[config.mk]
export PLATFORM = sky130hd
export DESIGN_NAME = dmem_access_ctrl_flat
export DESIGN_NICKNAME = d
export VERILOG_FILES = /design/src/rtl/dmem_access_ctrl_if.sv /design/src/rtl/dmem_access_ctrl.sv /design/src/flat_wrapper.sv
export SDC_FILE = /design/constraint.sdc
export NUM_CORES = 1
export LEC_CHECK = 0
export BUFFER_PORTS_ARGS = -buffer_cell sky130_fd_sc_hd__buf_2
export CAP_MARGIN = 20
export CORE_ASPECT_RATIO = 0.75
export CORE_UTILIZATION = 45
export CTS_BUF_LIST = sky130_fd_sc_hd__clkbuf_4 sky130_fd_sc_hd__clkbuf_8
export CTS_CLUSTER_SIZE = 40
export DETAILED_ROUTE_END_ITERATION = 16
export PLACE_DENSITY = 0.94
export RECOVER_POWER = 25
export SYNTH_ARGS = -nofsm -noshare
export SYNTH_HDL_FRONTEND = slang
export SYNTH_SLANG_ARGS = --single-unit
[constraint.sdc]
create_clock -name i_clk -period 3.5 [get_ports i_clk]
set_clock_uncertainty 0.05 [all_clocks]
set_input_delay 0.35 -clock i_clk [delete_from_list [all_inputs] [get_ports i_clk]]
set_output_delay 0.35 -clock i_clk [all_outputs]
set_load 0.005 [all_outputs]
[src/rtl/dmem_access_ctrl_if.sv]
// Core-side and RAM-side signal bundle for the data-memory access controller.
// The controller connects through the slave modport; the cores and the RAM
// (or a testbench standing in for them) connect through the master modport.
interface dmem_access_ctrl_if #(
    parameter int NUM_CORES = 4,
    parameter int AW        = 16,
    parameter int DW        = 16
);
    logic [NUM_CORES-1:0]    core_req;
    logic [NUM_CORES-1:0]    core_we;
    logic [NUM_CORES*AW-1:0] core_addr;
    logic [NUM_CORES*DW-1:0] core_wdata;
    logic [NUM_CORES-1:0]    core_ack;
    logic [DW-1:0]           core_rdata;
    logic [NUM_CORES-1:0]    core_err;
    logic [AW-1:0]           mem_addr;
    logic [DW-1:0]           mem_din;
    logic                    mem_wr;
    logic                    mem_rd;
    logic [DW-1:0]           mem_dout;

    modport slave (
        input  core_req, core_we, core_addr, core_wdata, mem_dout,
        output core_ack, core_rdata, core_err, mem_addr, mem_din, mem_wr, mem_rd
    );

    modport master (
        output core_req, core_we, core_addr, core_wdata, mem_dout,
        input  core_ack, core_rdata, core_err, mem_addr, mem_din, mem_wr, mem_rd
    );
endinterface

[src/rtl/dmem_access_ctrl.sv]
// Round-robin bus initiator for the single-port data RAM. Serves one core
// load/store at a time: grant in IDLE, one RAM cycle in ACCESS, ack in DONE.
// Optional feature macro: DMEM_ADDR_CHECK_EN -- when defined, grants whose
// address is >= MEM_DEPTH skip the RAM cycle and are acked with core_err set.
// When undefined, core_err stays 0 and every grant performs a RAM access.
//
//  state    | meaning
//  ---------+-------------------------------------------------------------
//  S_IDLE   | waiting for a request; picks next requester from rr_ptr
//  S_ACCESS | one RAM cycle: strobe high, load data captured at its end
//  S_DONE   | ack pulse to the granted core, round-robin pointer advances
module dmem_access_ctrl #(
    parameter int NUM_CORES = 4,
    parameter int AW        = 16,
    parameter int DW        = 16,
    parameter int MEM_DEPTH = 1024
) (
    input  logic              i_clk,
    input  logic              i_rst,
    dmem_access_ctrl_if.slave bus
);
    localparam int PW = (NUM_CORES > 1) ? $clog2(NUM_CORES) : 1;

    if (NUM_CORES < 2 || NUM_CORES > 8 || MEM_DEPTH < 1) begin : g_param_check
        $error("dmem_access_ctrl: unsupported NUM_CORES or MEM_DEPTH");
    end

    typedef enum logic [1:0] {
        S_IDLE   = 2'd0,
        S_ACCESS = 2'd1,
        S_DONE   = 2'd2
    } state_t;

    state_t               r_state,    w_state_nxt;
    logic [PW-1:0]        r_rr_ptr,   w_rr_ptr_nxt;
    logic [PW-1:0]        r_grant,    w_grant_nxt;
    logic [NUM_CORES-1:0] r_ack,      w_ack_nxt;
    logic [NUM_CORES-1:0] r_err,      w_err_nxt;
    logic [DW-1:0]        r_rdata,    w_rdata_nxt;
    logic [AW-1:0]        r_mem_addr, w_mem_addr_nxt;
    logic [DW-1:0]        r_mem_din,  w_mem_din_nxt;
    logic                 r_mem_wr,   w_mem_wr_nxt;
    logic                 r_mem_rd,   w_mem_rd_nxt;

    logic                 w_any;
    logic [PW-1:0]        w_sel;
    logic [PW:0]          w_idx;
    logic                 w_sel_we;
    logic [AW-1:0]        w_sel_addr;
    logic [DW-1:0]        w_sel_wdata;
    logic [NUM_CORES-1:0] w_sel_onehot;
    logic [NUM_CORES-1:0] w_grant_onehot;
    logic                 w_addr_bad;

    // Round-robin pick: scan offsets from the highest down so the requester
    // closest at/after rr_ptr is the last one written and therefore wins.
    always_comb begin
        w_any = 1'b0;
        w_sel = '0;
        w_idx = '0;
        for (int k = NUM_CORES - 1; k >= 0; k--) begin
            w_idx = {1'b0, r_rr_ptr} + (PW+1)'(k);
            if (w_idx >= (PW+1)'(NUM_CORES)) begin
                w_idx = w_idx - (PW+1)'(NUM_CORES);
            end
            if (bus.core_req[w_idx[PW-1:0]]) begin
                w_any = 1'b1;
                w_sel = w_idx[PW-1:0];
            end
        end
    end

    assign w_sel_we       = bus.core_we[w_sel];
    assign w_sel_addr     = bus.core_addr[int'(w_sel)*AW +: AW];
    assign w_sel_wdata    = bus.core_wdata[int'(w_sel)*DW +: DW];
    assign w_sel_onehot   = NUM_CORES'(1) << w_sel;
    assign w_grant_onehot = NUM_CORES'(1) << r_grant;

`ifdef DMEM_ADDR_CHECK_EN
    assign w_addr_bad = (32'(w_sel_addr) >= 32'(MEM_DEPTH));
`else
    assign w_addr_bad = 1'b0;
`endif

    // Next-state and next-output logic; every output is registered below.
    always_comb begin
        w_state_nxt    = r_state;
        w_rr_ptr_nxt   = r_rr_ptr;
        w_grant_nxt    = r_grant;
        w_ack_nxt      = '0;
        w_err_nxt      = '0;
        w_rdata_nxt    = r_rdata;
        w_mem_addr_nxt = r_mem_addr;
        w_mem_din_nxt  = r_mem_din;
        w_mem_wr_nxt   = 1'b0;
        w_mem_rd_nxt   = 1'b0;
        case (r_state)
            S_IDLE: begin
                if (w_any) begin
                    w_grant_nxt = w_sel;
                    if (w_addr_bad) begin
                        // Out-of-range: no RAM cycle, ack with error next cycle.
                        w_state_nxt = S_DONE;
                        w_ack_nxt   = w_sel_onehot;
                        w_err_nxt   = w_sel_onehot;
                    end else begin
                        w_state_nxt    = S_ACCESS;
                        w_mem_addr_nxt = w_sel_addr;
                        w_mem_din_nxt  = w_sel_wdata;
                        w_mem_wr_nxt   = w_sel_we;
                        w_mem_rd_nxt   = ~w_sel_we;
                    end
                end
            end
            S_ACCESS: begin
                if (r_mem_rd) begin
                    w_rdata_nxt = bus.mem_dout;
                end
                w_ack_nxt   = w_grant_onehot;
                w_state_nxt = S_DONE;
            end
            S_DONE: begin
                w_rr_ptr_nxt = (r_grant == PW'(NUM_CORES - 1)) ? '0 : r_grant + 1'b1;
                w_state_nxt  = S_IDLE;
            end
            default: begin
                w_state_nxt = S_IDLE;
            end
        endcase
    end

    // State and output registers; reset aborts any access in flight.
    always_ff @(posedge i_clk or posedge i_rst) begin
        if (i_rst) begin
            r_state    <= S_IDLE;
            r_rr_ptr   <= '0;
            r_grant    <= '0;
            r_ack      <= '0;
            r_err      <= '0;
            r_rdata    <= '0;
            r_mem_addr <= '0;
            r_mem_din  <= '0;
            r_mem_wr   <= 1'b0;
            r_mem_rd   <= 1'b0;
        end else begin
            r_state    <= w_state_nxt;
            r_rr_ptr   <= w_rr_ptr_nxt;
            r_grant    <= w_grant_nxt;
            r_ack      <= w_ack_nxt;
            r_err      <= w_err_nxt;
            r_rdata    <= w_rdata_nxt;
            r_mem_addr <= w_mem_addr_nxt;
            r_mem_din  <= w_mem_din_nxt;
            r_mem_wr   <= w_mem_wr_nxt;
            r_mem_rd   <= w_mem_rd_nxt;
        end
    end

    assign bus.core_ack   = r_ack;
    assign bus.core_err   = r_err;
    assign bus.core_rdata = r_rdata;
    assign bus.mem_addr   = r_mem_addr;
    assign bus.mem_din    = r_mem_din;
    assign bus.mem_wr     = r_mem_wr;
    assign bus.mem_rd     = r_mem_rd;
endmodule

[src/flat_wrapper.sv]
// flat-port wrapper written by rule: the top's interface ports become plain ports
module dmem_access_ctrl_flat 
#(
    parameter int NUM_CORES = 4,
    parameter int AW        = 16,
    parameter int DW        = 16,
    parameter int MEM_DEPTH = 1024
)
  (i_clk, i_rst, bus_core_req, bus_core_we, bus_core_addr, bus_core_wdata, bus_mem_dout, bus_core_ack, bus_core_rdata, bus_core_err, bus_mem_addr, bus_mem_din, bus_mem_wr, bus_mem_rd);
  dmem_access_ctrl_if #(.NUM_CORES(NUM_CORES), .AW(AW), .DW(DW)) bus_i ();
  input  logic i_clk;
  input  logic i_rst;
  input wire logic [$bits(bus_i.core_req)-1:0] bus_core_req;
  input wire logic [$bits(bus_i.core_we)-1:0] bus_core_we;
  input wire logic [$bits(bus_i.core_addr)-1:0] bus_core_addr;
  input wire logic [$bits(bus_i.core_wdata)-1:0] bus_core_wdata;
  input wire logic [$bits(bus_i.mem_dout)-1:0] bus_mem_dout;
  output wire logic [$bits(bus_i.core_ack)-1:0] bus_core_ack;
  output wire logic [$bits(bus_i.core_rdata)-1:0] bus_core_rdata;
  output wire logic [$bits(bus_i.core_err)-1:0] bus_core_err;
  output wire logic [$bits(bus_i.mem_addr)-1:0] bus_mem_addr;
  output wire logic [$bits(bus_i.mem_din)-1:0] bus_mem_din;
  output wire logic [$bits(bus_i.mem_wr)-1:0] bus_mem_wr;
  output wire logic [$bits(bus_i.mem_rd)-1:0] bus_mem_rd;
  assign bus_i.core_req = bus_core_req;
  assign bus_i.core_we = bus_core_we;
  assign bus_i.core_addr = bus_core_addr;
  assign bus_i.core_wdata = bus_core_wdata;
  assign bus_i.mem_dout = bus_mem_dout;
  assign bus_core_ack = bus_i.core_ack;
  assign bus_core_rdata = bus_i.core_rdata;
  assign bus_core_err = bus_i.core_err;
  assign bus_mem_addr = bus_i.mem_addr;
  assign bus_mem_din = bus_i.mem_din;
  assign bus_mem_wr = bus_i.mem_wr;
  assign bus_mem_rd = bus_i.mem_rd;
  dmem_access_ctrl #(.NUM_CORES(NUM_CORES), .AW(AW), .DW(DW), .MEM_DEPTH(MEM_DEPTH)) u_core (.i_clk(i_clk), .i_rst(i_rst), .bus(bus_i));
endmodule
# After elaboration in Yosys (flattened, before gate mapping)

Index checks and enable logic that the tools add are counted.

Flip-flop bits (word level): 60
Input port bits: 154

Bitwise operators: 1
Add/sub/neg operators: 8
Eq/ne operators: 4
Reduce and logical (&&, ||, !) cells: 3
Multiplexer cells: 30
Shift operators: 3
Order comparisons: 9

Operators by type and width:

| cell                                                  | count |
|---|---|
| variable part select 64 x 7 -> 16 bit                 | 2 |
| two-way mux 2 bit                                     | 10 |
| < comparator 2 x 3 -> 1 bit, second input constant    | 5 |
| two-way mux 1 bit                                     | 13 |
| binary-select mux 1 bit (select 2 bit)                | 5 |
| >= comparator 3 bit, second input constant            | 3 |
| subtractor 2 x 1 -> 2 bit, second input constant      | 4 |
| adder 2 x 2 -> 3 bit, second input constant           | 2 |
| == test 2 bit, second input constant                  | 2 |
| two-way mux 4 bit                                     | 1 |
| one-hot mux 2 bit (2 select lines)                    | 1 |
| AND reduction 2 bit                                   | 2 |
| << shifter 1 x 2 -> 4 bit, first input constant       | 1 |
| adder 2 x 1 -> 3 bit, second input constant           | 1 |
| >= comparator 2 x 3 -> 1 bit, second input constant   | 1 |
| adder 2 x 1 -> 2 bit, second input constant           | 1 |
| == test 2 x 1 -> 1 bit, second input constant         | 1 |
| logical NOT 2 bit                                     | 1 |
| inequality test 2 x 1 -> 1 bit, second input constant | 1 |
| NOT 1 bit                                             | 1 |

# Depth between registers and ports, before layout

Gate-level depths: netlist (run 1).

Word-level depth: 14
Mapped depth: 7
Mapped depth without buffers: 6

# Worst setup path after synthesis (run 1)

No wires, ideal clock.

Path type: input to register
Start point: input port bus_core_req[3]
End point: register u_core.r_mem_addr[13] (netlist: u_core.bus.mem_addr[13])
Cell stages on the path: 7
Slack: 1.795 ns
Buffers on the path: 2
Arrival: 1.516 ns
Path through: or2_4 nand4b_1 and2_1 buf_4 buf_4 mux2i_1 o22ai_1

Cells in the longest elaborated chain, start to end: 7
Elaborated cells between the ends (all ways): 18
Those cells by class: 1 x shift; 16 x mux; 1 x reduce/logical

RTL lines:

| item                                                                         | line                    | RTL |
|---|---|---|
| from (decl)                                                                  | flat_wrapper.sv:13      | `input wire logic [$bits(bus_i.core_req)-1:0] bus_core_req;` |
| binary-select mux 1 bit (select 2 bit)                                       | dmem_access_ctrl.sv:66  | `if (bus.core_req[w_idx[PW-1:0]]) begin` |
| two-way mux 1 bit (implied by the code)                                      | dmem_access_ctrl.sv:66  |  |
| two-way mux 2 bit or two-way mux 1 bit (tied branches) (4 in a row)          | dmem_access_ctrl.sv:66  |  |
| variable part select 64 x 7 -> 16 bit or AND reduction 2 bit (tied branches) | -                       |  |
| to (signal assigned)                                                         | dmem_access_ctrl.sv:152 | `r_mem_addr <= w_mem_addr_nxt;` |
| to (decl)                                                                    | dmem_access_ctrl.sv:40  | `logic [AW-1:0] r_mem_addr, w_mem_addr_nxt;` |

Parallel ways exist; a longest one is shown, timed or not. The select of a mux whose other input is x is not followed.
A chain may end at the register's enable or synchronous reset.

# Worst setup path after layout (run 1)

Start point: register u_core.r_state[1]
End point: register u_core.r_mem_din[12] (netlist: u_core.bus.mem_din[12])

Cells in the longest elaborated chain, start to end: 2

RTL lines:

| item                                 | line                    | RTL |
|---|---|---|
| from (decl)                          | dmem_access_ctrl.sv:34  | `state_t r_state, w_state_nxt;` |
| from (signal assigned)               | dmem_access_ctrl.sv:146 | `r_state <= w_state_nxt;` |
| logical NOT 2 bit                    | dmem_access_ctrl.sv:97  | `case (r_state)` |
| AND reduction 2 bit (no source line) | -                       |  |
| to (signal assigned)                 | dmem_access_ctrl.sv:153 | `r_mem_din <= w_mem_din_nxt;` |
| to (decl)                            | dmem_access_ctrl.sv:41  | `logic [DW-1:0] r_mem_din, w_mem_din_nxt;` |

No other way between the ends.

==> results of run 1 <==
stage by stage:
| stage | power, uW | cells | util | instance area (sq um) |
|---|---|---|---|---|
| floorplan | 2590 | 315 | - | 3320 |
| global placement | 3220 | 599 | 0.631 | 4390 |
| detailed placement | 3330 | 599 | 0.631 | 4390 |
| CTS | 3980 | 615 | 0.660 | 4600 |
| global route | 4250 | 615 | 0.660 | 4600 |
| finish | 3960 | 615 | 0.660 | 4600 |
logic make-up (layout without fill, tap and decap cells):
logic type      after synthesis  after routing
simple gates                 52             52
buf+inv                      37            239
mux                          51             51
fa+ha+maj                     4              4
flops                        60             60
other cells                   1              4
compound gates              107            107
final cells by class:
class                      instances  area share
timing repair buffer             216       0.243
clock buffer                      11      0.0316
tap                               98      0.0267
sequential                        60       0.327
multi-input combinational        218       0.354
clock inverter                     5      0.0131
inverter                           7     0.00571
sequential cells by signal, indices dropped and copies added, names as in the netlist:
signal / flops
u_core.bus.core_ack: 4
u_core.bus.core_rdata: 16
u_core.bus.mem_addr: 16
u_core.bus.mem_din: 16
u_core.bus.mem_rd: 1
u_core.bus.mem_wr: 1
u_core.r_grant: 2
u_core.r_rr_ptr: 2
u_core.r_state: 2
critical path: stages, from the launching register on:
cell and delay [ns]:
sky130_fd_sc_hd__dfrtp_1 0.41, sky130_fd_sc_hd__nor2_1 0.20, sky130_fd_sc_hd__o31ai_4 0.17, sky130_fd_sc_hd__inv_2 0.54, sky130_fd_sc_hd__nand3_4 0.48, sky130_fd_sc_hd__o21ai_1 0.24
sky130_fd_sc_hd__o22ai_1 0.11
path summary, 6_finish.rpt:
check / from / to / slack [ns] / cells past startpoint
max: u_core.r_state[1] / u_core.bus.mem_din[12] / 1.14 / 6
min: bus_mem_dout[12] / u_core.bus.core_rdata[12] / 0.20 / 2
max reg2reg: u_core.r_state[1] / u_core.bus.mem_din[12] / 1.14 / 6
min reg2reg: u_core.bus.core_rdata[14] / u_core.bus.core_rdata[14] / 0.45 / 1
max in group asynchronous: i_rst / u_core.bus.mem_din[9] / 1.98 / 3
min in group asynchronous: i_rst / u_core.bus.core_rdata[5] / 0.38 / 2
cell usage in the layout (no fill, tap or decap), drive strengths merged:
cell	netlist	routed
nand4b	1	1
clkinv	0	2
clkbuf	16	11
nor2b	1	1
a22o	1	1
o31ai	2	2
buf	14	216
nand2b	4	4
a21o	2	2
and3	33	33
ha	4	4
and2	6	6
dfrtp	60	60
a211oi	32	32
clkinvlp	0	1
a21oi	1	1
nand2	4	4
o2111ai	1	1
nor2	1	1
nand3	1	1
conb	1	4
or2	1	1
o22ai	33	33
inv	7	8
o211ai	1	1
bufinv	0	1
o21ai	34	34
mux2i	32	32
mux2	19	19
where the power goes:
| part | internal, uW | switching, uW |
|---|---|---|
| Combinational | 961 | 1120 |
| Clock | 359 | 276 |
| Sequential | 1050 | 191 |
layer usage:
metal,vias up,GRT usage
li1,1572,-
met1,1584,0.328
met2,178,0.490
met3,14,0.0688
met4,0,0.103
met5,-,0
==> qor.yml, run 1 <==
outcome:
  result_of_the_run: "completed"
die:
  fp-row-count: 26
  num_io_pins: 212
  floorplan.initialDensity: 0.475
  floorplan.die_area_sq_um: 7690
  die_x_microns: 101
  core-area_sq_um: 6960
  floorplan.die.height_microns: 76.2
pwr:
  cellPowerDensity_nw_per_um2: 861
  static-leakage-power_uw: 0.00243
  max-vdd-ir-drop_uv: 381
synth:
  post_synth_arst_share: 1.00
  synth-simple-area-share: 0.0996
  yosys_register_bits: 60
  ys_dominant_reg_cell: "sky130_fd_sc_hd__dfrtp_1"
  yosysSeqAreaShare: 0.454
  dominant_combinational_cell_family_by_area_after_synthesis: "compound AO/OA/AOI/OAI gates"
  post_synth_instance_area_sq_um: 3300
  synthesized_area_fraction_occupied_by_xor_and_xnor_cells: 0
  syn_inst: 312
  post_synthesis_compound_gate_area_fraction: 0.211
  leading_cell_types_by_total_area_after_synthesis: "sky130_fd_sc_hd__dfrtp_1, sky130_fd_sc_hd__mux2i_1, sky130_fd_sc_hd__a211oi_1"
  synth_area_leader_cell: "sky130_fd_sc_hd__dfrtp_1"
  synth.most_common_cell: "sky130_fd_sc_hd__dfrtp_1"
  number_of_enable_type_register_cells_in_the_synthesized_netlist: 0
  post_synth_mux_area_share: 0.162
  synth-adder-area-share: 0.0151
  ys_types: 31
  synthesis.area_per_instance_sq_um: 10.6
  yosys-top-cells-count: "sky130_fd_sc_hd__dfrtp_1, sky130_fd_sc_hd__and3_1, sky130_fd_sc_hd__o22ai_1"
  syn_warnings: 0
  synth.top_cell.area_share: 0.454
detailed_routing:
  route.vias.total: 3348
  drcViolationCount: 0
  wl_per_cell_microns: 16.9
  starting_drc_count_in_detailed_routing: 123
  topRoutingLayerUsed: "met4"
  routed_via_density: 5.44
  postRouteWirelength_microns: 10400
  detail-route-antenna-nets: 0
  wl_met3_microns: 854
  firstDrtPassIters: 4
  detail_route.wirelength.met1_microns: 4120
  met2_length_microns: 5280
sta:
  fmaxAchievable_ghz: 0.424
  final.period_utilization: 0.674
  finalHoldViolCount: 0
  fin_tns_setup_ns: 0
  worst_setup_slack_after_layout_ns: 1.14
  rsz_0062_raised_after_global_routing: "no"
  whs_ns: 0.200
  worst-slew-pin-transition_ns: 1.44
  post_route_minimum_period_ns: 2.36
  worst_slew_slack_as_a_fraction_of_its_limit: 0.0414
  setup_viol: 0
  drv_slew: 0
setup_path:
  timing.critical_path.to_type: "flop"
  worstPathRequired_ns: 3.63
  worst_setup_path_start_kind: "flop"
  arrival_ns: 2.49
  crit_type: "flop to flop"
  worstPathMaxFanout: 36
worst_hold_path:
  worst_hold_path_type: "primary input to flop"
final_layout:
  num-fill-cells: 606
  layout-drive-gt1-share: 0.497
  diodes: 0
  multi_input_comb_area_sq_um: 1630
  area_used_by_sequential_logic_in_the_layout_sq_um: 1500
  area_growth_pct: 39.2
  final_net_count: 670
clock_tree:
  holdBufCountCts: 0
  cts_setup_buffers: 0
  clock_tree.buffer_depth: 2
  clock_insertion_delay_worst_skew_ns: 0.33
  cts_root_buf: "sky130_fd_sc_hd__clkbuf_8"
  htree_num_levels: 3
  clock_transition_at_the_registers_of_the_reported_paths_ns: 0.07
  cts_made_buffers: 9
  cts_tree: "built"
  cts_resized: 0
  clkSinkCount: 60
global_routing:
  grt_pass1_wl_microns: 16400
  first_global_vias: 3334
  grt-ovfl-total: 0
  grt_start_max_net_pins: 40
  initial_antenna_violation_count: 0
  grt.total_usage: 0.279
placement:
  placement.setup.worst_slack_ns: 1.01
  io_buffer_count: 207
  dpl.hpwl_microns: 7940
  place_congestion: 0.909
job:
  max-cap-violations: 0
No activity file was read; power rests on OpenSTA's default activity.
==> inputs of run 2 (changes only) <==
--- a/config.mk
+++ b/config.mk
@@ -8,11 +8,11 @@
 export BUFFER_PORTS_ARGS = -buffer_cell sky130_fd_sc_hd__buf_2
 export CAP_MARGIN = 20
 export CORE_ASPECT_RATIO = 0.75
-export CORE_UTILIZATION = 45
+export CORE_UTILIZATION = 40
 export CTS_BUF_LIST = sky130_fd_sc_hd__clkbuf_4 sky130_fd_sc_hd__clkbuf_8
 export CTS_CLUSTER_SIZE = 40
 export DETAILED_ROUTE_END_ITERATION = 16
-export PLACE_DENSITY = 0.94
+export PLACE_DENSITY = 0.89
 export RECOVER_POWER = 25
 export SYNTH_ARGS = -nofsm -noshare
 export SYNTH_HDL_FRONTEND = slang
==> constraint.sdc (replaced) <==
create_clock -name i_clk -period 1.9 [get_ports i_clk]
set_clock_uncertainty 0.05 [all_clocks]
set_input_delay 0.19 -clock i_clk [delete_from_list [all_inputs] [get_ports i_clk]]
set_output_delay 0.19 -clock i_clk [all_outputs]
set_load 0.005 [all_outputs]
==> run 2 against run 1 <==
Effect of this change: final area increased by 2.9%; count of clock-buffer cells in the layout unchanged; power increased by 88%; non-clock buffer count increased by 8; routed wire length increased by 0.36%; highest routed layer unchanged; register-to-register slack got worse by 1.1 ns; worst setup slack got worse by 1.1 ns; fmax increased by 29%; first-iteration DRC count decreased by 5.7%; critical path type unchanged; die area increased by 12%.
==> qor.yml, run 2 (same netlist as run 1, synthesis figures left out) <==
sta:
  final.period_utilization: 0.964
  fmaxAchievable_ghz: 0.546
  worst_setup_slack_after_layout_ns: 0.0687
  post_route_minimum_period_ns: 1.83
  setup_viol: 0
  worst-slew-pin-transition_ns: 1.09
  worst_slew_slack_as_a_fraction_of_its_limit: 0.271
  finalHoldViolCount: 0
  drv_slew: 0
global_routing:
  grt-ovfl-total: 0
  grt.total_usage: 0.229
  initial_antenna_violation_count: 0
  grt_start_max_net_pins: 37
  first_global_vias: 3245
  grt_pass1_wl_microns: 15200
clock_tree:
  cts_root_buf: "sky130_fd_sc_hd__clkbuf_8"
  clock_tree.buffer_depth: 2
  clock_transition_at_the_registers_of_the_reported_paths_ns: 0.07
  cts_made_buffers: 9
  htree_num_levels: 3
  clock_insertion_delay_worst_skew_ns: 0.34
  cts_tree: "built"
  clkSinkCount: 60
detailed_routing:
  starting_drc_count_in_detailed_routing: 116
  detail_route.wirelength.met1_microns: 4270
  wl_per_cell_microns: 16.6
  postRouteWirelength_microns: 10500
  met2_length_microns: 5310
  detail-route-antenna-nets: 0
  drcViolationCount: 0
  firstDrtPassIters: 4
  topRoutingLayerUsed: "met4"
  wl_met3_microns: 729
  routed_via_density: 5.33
  route.vias.total: 3355
final_layout:
  diodes: 0
  layout.cells.most_common: "sky130_fd_sc_hd__buf_2"
  area_used_by_sequential_logic_in_the_layout_sq_um: 1500
  most_frequent_cells_in_the_layout: "sky130_fd_sc_hd__buf_2, sky130_fd_sc_hd__dfrtp_1, sky130_fd_sc_hd__and3_1, sky130_fd_sc_hd__o22ai_1, sky130_fd_sc_hd__mux2i_1"
  multi_input_comb_area_sq_um: 1660
  layout-drive-gt1-share: 0.497
  area_growth_pct: 43.2
  num-fill-cells: 675
  layout.cells.non_filler: 630
  final_net_count: 679
die:
  die_x_microns: 107
  floorplan.initialDensity: 0.416
  fp-row-count: 28
  floorplan.die_area_sq_um: 8630
  core-area_sq_um: 7950
  floorplan.die.height_microns: 80.7
  num_io_pins: 212
setup_path:
  timing.critical_path.to_type: "flop"
  critPathMostFrequentCell: "sky130_fd_sc_hd__buf_4"
  worstPathMaxFanout: 23
  arrival_ns: 2.00
  worstPathRequired_ns: 2.06
  critical_path_buf_inv_count: 2
  critical-path-max-stage-delay_ns: 0.38
  worst_setup_path_start_kind: "flop"
  crit_path_top_delay_cell: "sky130_fd_sc_hd__dfrtp_1"
  critPathLaunch: "u_core.r_rr_ptr[0]"
  worstPathCellList: "nand2b_1 -> o2111ai_2 -> buf_4 -> buf_4 -> and3_1 -> a211oi_1 -> o22ai_1"
  r2r-start: "u_core.r_rr_ptr[0]"
  largest_delay_share_family_worst_path: "compound AO/OA/AOI/OAI gates"
  crit_type: "flop to flop"
pwr:
  power_switching_uw: 3000
  max-vdd-ir-drop_uv: 650
  static-leakage-power_uw: 0.00247
  cellPowerDensity_nw_per_um2: 1570
  share_of_total_power_in_combinational_logic: 0.555
  internal_power_uw: 4440
  swShare: 0.404
  power_frac_seq: 0.305
  power.clock.fraction: 0.140
placement:
  dpl.hpwl_microns: 7510
  io_buffer_count: 207
  placed_cells_incl_taps: 612
  place_congestion: 0.829
  placement.setup.worst_slack_ns: 0.0939
worst_hold_path:
  worst_hold_path_type: "primary input to flop"
  hp-start: "bus_mem_dout[10]"
outcome:
  result_of_the_run: "completed"
job:
  max-cap-violations: 0
-- run 2: what timing repair did --
| item | CTS | global route |
|---|---|---|
| resized for setup | 0 | 8 |
| setup endpoints to repair | 0 | 29 |
| buffers inserted | 0 | 0 |
| endpoints found under the hold margin | 24 | 0 |
| hold buffers | 1 | 0 |
-- run 2: layout make-up --
cell class                      instances  share of cell area
Sequential cell                        60               0.317
Clock buffer                           11              0.0320
Clock inverter                          4             0.00529
Inverter                                7             0.00555
Tap cell                              105              0.0278
Multi-Input combinational cell        219               0.351
Timing Repair Buffer                  224               0.261
-- run 2: final timing paths --
kind                                             endpoint  slack, ns  cells after the start
worst max-delay path              u_core.bus.mem_addr[13]       0.07                      7
worst min-delay path            u_core.bus.core_rdata[10]       0.03                      2
max in group asynchronous          u_core.bus.mem_addr[9]       0.45                      4
worst min register to register  u_core.bus.core_rdata[15]       0.46                      1
min in group asynchronous        u_core.bus.core_rdata[7]       0.61                      3
worst max register to register    u_core.bus.mem_addr[13]       0.07                      7
-- run 2: layer usage --
metal  vias up  track usage
li1       1601            -
met1      1591        0.259
met2       149        0.433
met3        14       0.0576
met4         0       0.0603
met5         -            0
-- run 2: stage by stage --
stage	total power, uW	instance area (sq um)	hold slack (ns)	setup TNS (ns)	utilization
2_1_floorplan	4780	3320	0.291	0	-
3_3_place_gp	6060	4480	0.233	0	0.564
3_5_place_dp	6230	4480	0.243	0	0.564
4_1_cts	7280	4670	0.0258	0	0.587
5_1_grt	7970	4730	0.0303	-0.0214	0.595
6_report	7440	4730	0.0338	0	0.595
-- run 2: power by group through the flow --
| stage | Sequential (uW) | Clock (uW) | Combinational [uW] |
|---|---|---|---|
| floorplan | 2320 | 0 | 2460 |
| CTS | 2260 | 1060 | 3960 |
| global placement | 2250 | 0 | 3810 |
| finish | 2270 | 1040 | 4130 |
| global route | 2350 | 1100 | 4520 |
| detailed placement | 2280 | 0 | 3950 |
==> inputs of run 3 (changes only) <==
--- a/config.mk
+++ b/config.mk
@@ -14,6 +14,8 @@
 export DETAILED_ROUTE_END_ITERATION = 16
 export PLACE_DENSITY = 0.89
 export RECOVER_POWER = 25
+export SETUP_SLACK_MARGIN = 0.1
+export SKIP_CTS_REPAIR_TIMING = 1
 export SYNTH_ARGS = -nofsm -noshare
 export SYNTH_HDL_FRONTEND = slang
 export SYNTH_SLANG_ARGS = --single-unit
==> run 3 against run 2 <==
Effect of this change: register-to-register slack gained 0.02 ns; worst setup slack improved by 0.023 ns; final area grew 3.9%; highest routed layer unchanged; critical endpoint is now u_core.bus.mem_addr[6]; via count rose by 4.4%; sequential share of layout area decreased by 1.2 points.
==> qor.yml, run 3 (same netlist as run 1, synthesis figures left out) <==
global_routing:
  grt_pass1_wl_microns: 15200
  grt_start_max_net_pins: 37
  grt_use_met2: 0.430
  initial_antenna_violation_count: 0
  gr-usage-met3: 0.0576
  grt.total_usage: 0.229
  grt.busiest_layer: "met2"
  grt-ovfl-total: 0
  first_global_vias: 3227
  global_route.usage.met1: 0.259
setup_path:
  crit_path_top_delay_cell: "sky130_fd_sc_hd__dfrtp_1"
  arrival_ns: 1.97
  critical_path_buf_inv_count: 2
  worst_setup_path_start_kind: "flop"
  worstPathCellList: "nand2b_4 -> nand4b_1 -> buf_6 -> buf_8 -> and3_1 -> a211oi_2 -> o22ai_1"
  crit_type: "flop to flop"
  worstPathRequired_ns: 2.06
  timing.critical_path.to_type: "flop"
  critical-path-max-stage-delay_ns: 0.39
  largest_delay_share_family_worst_path: "simple AND/OR/NAND/NOR gates"
  worstPathMaxFanout: 23
detailed_routing:
  firstDrtPassIters: 6
  starting_drc_count_in_detailed_routing: 122
  routed_via_density: 5.49
  wl_per_cell_microns: 17.7
  drcViolationCount: 0
  detail-route-antenna-nets: 0
  postRouteWirelength_microns: 11300
  route.vias.total: 3502
placement:
  io_buffer_count: 207
  placement.cell_area_sq_um: 4480
  dpl.hpwl_microns: 7510
  place_congestion: 0.829
  placed_cells_incl_taps: 612
sta:
  setup_viol: 0
  fin_tns_setup_ns: 0
  finalHoldViolCount: 0
  post_route_minimum_period_ns: 1.81
  rsz_0062_raised_after_global_routing: "yes"
  worst-slew-pin-transition_ns: 1.09
  drv_slew: 0
  final.period_utilization: 0.952
  worst_slew_slack_as_a_fraction_of_its_limit: 0.275
  fmaxAchievable_ghz: 0.553
pwr:
  power.clock.fraction: 0.133
  cellPowerDensity_nw_per_um2: 1600
  power_switching_uw: 3210
  power_frac_seq: 0.289
  internal_power_uw: 4650
  share_of_total_power_in_combinational_logic: 0.577
  static-leakage-power_uw: 0.00253
  swShare: 0.408
  max-vdd-ir-drop_uv: 663
final_layout:
  layout.cell_area.non_filler_sq_um: 4920
  final_core_utilization: 0.618
  layout-drive-gt1-share: 0.533
  diodes: 0
  area_growth_pct: 48.8
  most_frequent_cells_in_the_layout: "sky130_fd_sc_hd__buf_2, sky130_fd_sc_hd__dfrtp_1, sky130_fd_sc_hd__and3_1, sky130_fd_sc_hd__o22ai_1"
  layout.cells.non_filler: 638
  layout.cells.most_common: "sky130_fd_sc_hd__buf_2"
  final_net_count: 687
clock_tree:
  cts_tree: "built"
  cts_made_buffers: 9
  clock_transition_at_the_registers_of_the_reported_paths_ns: 0.07
  clkSinkCount: 60
  cts_root_buf: "sky130_fd_sc_hd__clkbuf_8"
  clock_tree.buffer_depth: 2
  htree_num_levels: 3
  clock_insertion_delay_worst_skew_ns: 0.34
die:
  die_x_microns: 107
  num_io_pins: 212
  floorplan.initialDensity: 0.416
  fp-row-count: 28
  floorplan.die_area_sq_um: 8630
  core-area_sq_um: 7950
  floorplan.die.height_microns: 80.7
worst_hold_path:
  worst_hold_path_type: "primary input to flop"
outcome:
  result_of_the_run: "completed"
job:
  max-cap-violations: 0
-- run 3: cell count changes in the layout (fill, tap and decap cells not counted), moves of 2 or more --
cell                       before  now
sky130_fd_sc_hd__buf_6          3    5
sky130_fd_sc_hd__a211oi_1      29   18
sky130_fd_sc_hd__mux2i_2        0    2
sky130_fd_sc_hd__mux2i_1       32   30
sky130_fd_sc_hd__a211oi_2       3   14
-- run 3: power by group through the flow --
stage | registers [uW] | clock network (uW) | logic [uW]
after floorplan | 2320 | 0 | 2460
after global placement | 2250 | 0 | 3810
after detailed placement | 2280 | 0 | 3950
after CTS | 2260 | 1060 | 3960
after global routing | 2350 | 1110 | 4910
final | 2270 | 1050 | 4530
-- run 3: worst paths after layout --
| kind | from | endpoint | slack [ns] | depth (start not counted) |
|---|---|---|---|---|
| max | u_core.r_rr_ptr[0] | u_core.bus.mem_addr[6] | 0.09 | 7 |
| min in group asynchronous | i_rst | u_core.bus.core_rdata[2] | 0.60 | 3 |
| min reg2reg | u_core.bus.core_rdata[15] | u_core.bus.core_rdata[15] | 0.46 | 1 |
| max reg2reg | u_core.r_rr_ptr[0] | u_core.bus.mem_addr[6] | 0.09 | 7 |
| min | bus_mem_dout[0] | u_core.bus.core_rdata[0] | 0.03 | 2 |
| max in group asynchronous | i_rst | u_core.bus.core_ack[3] | 0.45 | 4 |
-- run 3: stage by stage --
step / power, uW / hold slack (ns) / worst slack (ns)
6_report: 7860 / 0.0315 / 0.0919
5_1_grt: 8360 / 0.0303 / 0.0157
4_1_cts: 7280 / -0.129 / 0.0546
3_5_place_dp: 6230 / 0.243 / 0.0939
3_3_place_gp: 6060 / 0.233 / 0.155
2_1_floorplan: 4780 / 0.291 / 0.175
-- run 3: final cells by class --
cell class	count	area, sq um
Multi-Input combinational cell	220	1750
Clock inverter	4	25.0
Timing Repair Buffer	231	1330
Inverter	7	26.3
Tap cell	105	131
Clock buffer	11	151
Sequential cell	60	1500
Fill cell	651	3040
-- run 3: metal layers --
metal | part of all wire | up-vias
met5 | 0 | -
met4 | 0.013 | 0
met3 | 0.070 | 14
met2 | 0.51 | 172
met1 | 0.40 | 1696
li1 | - | 1620
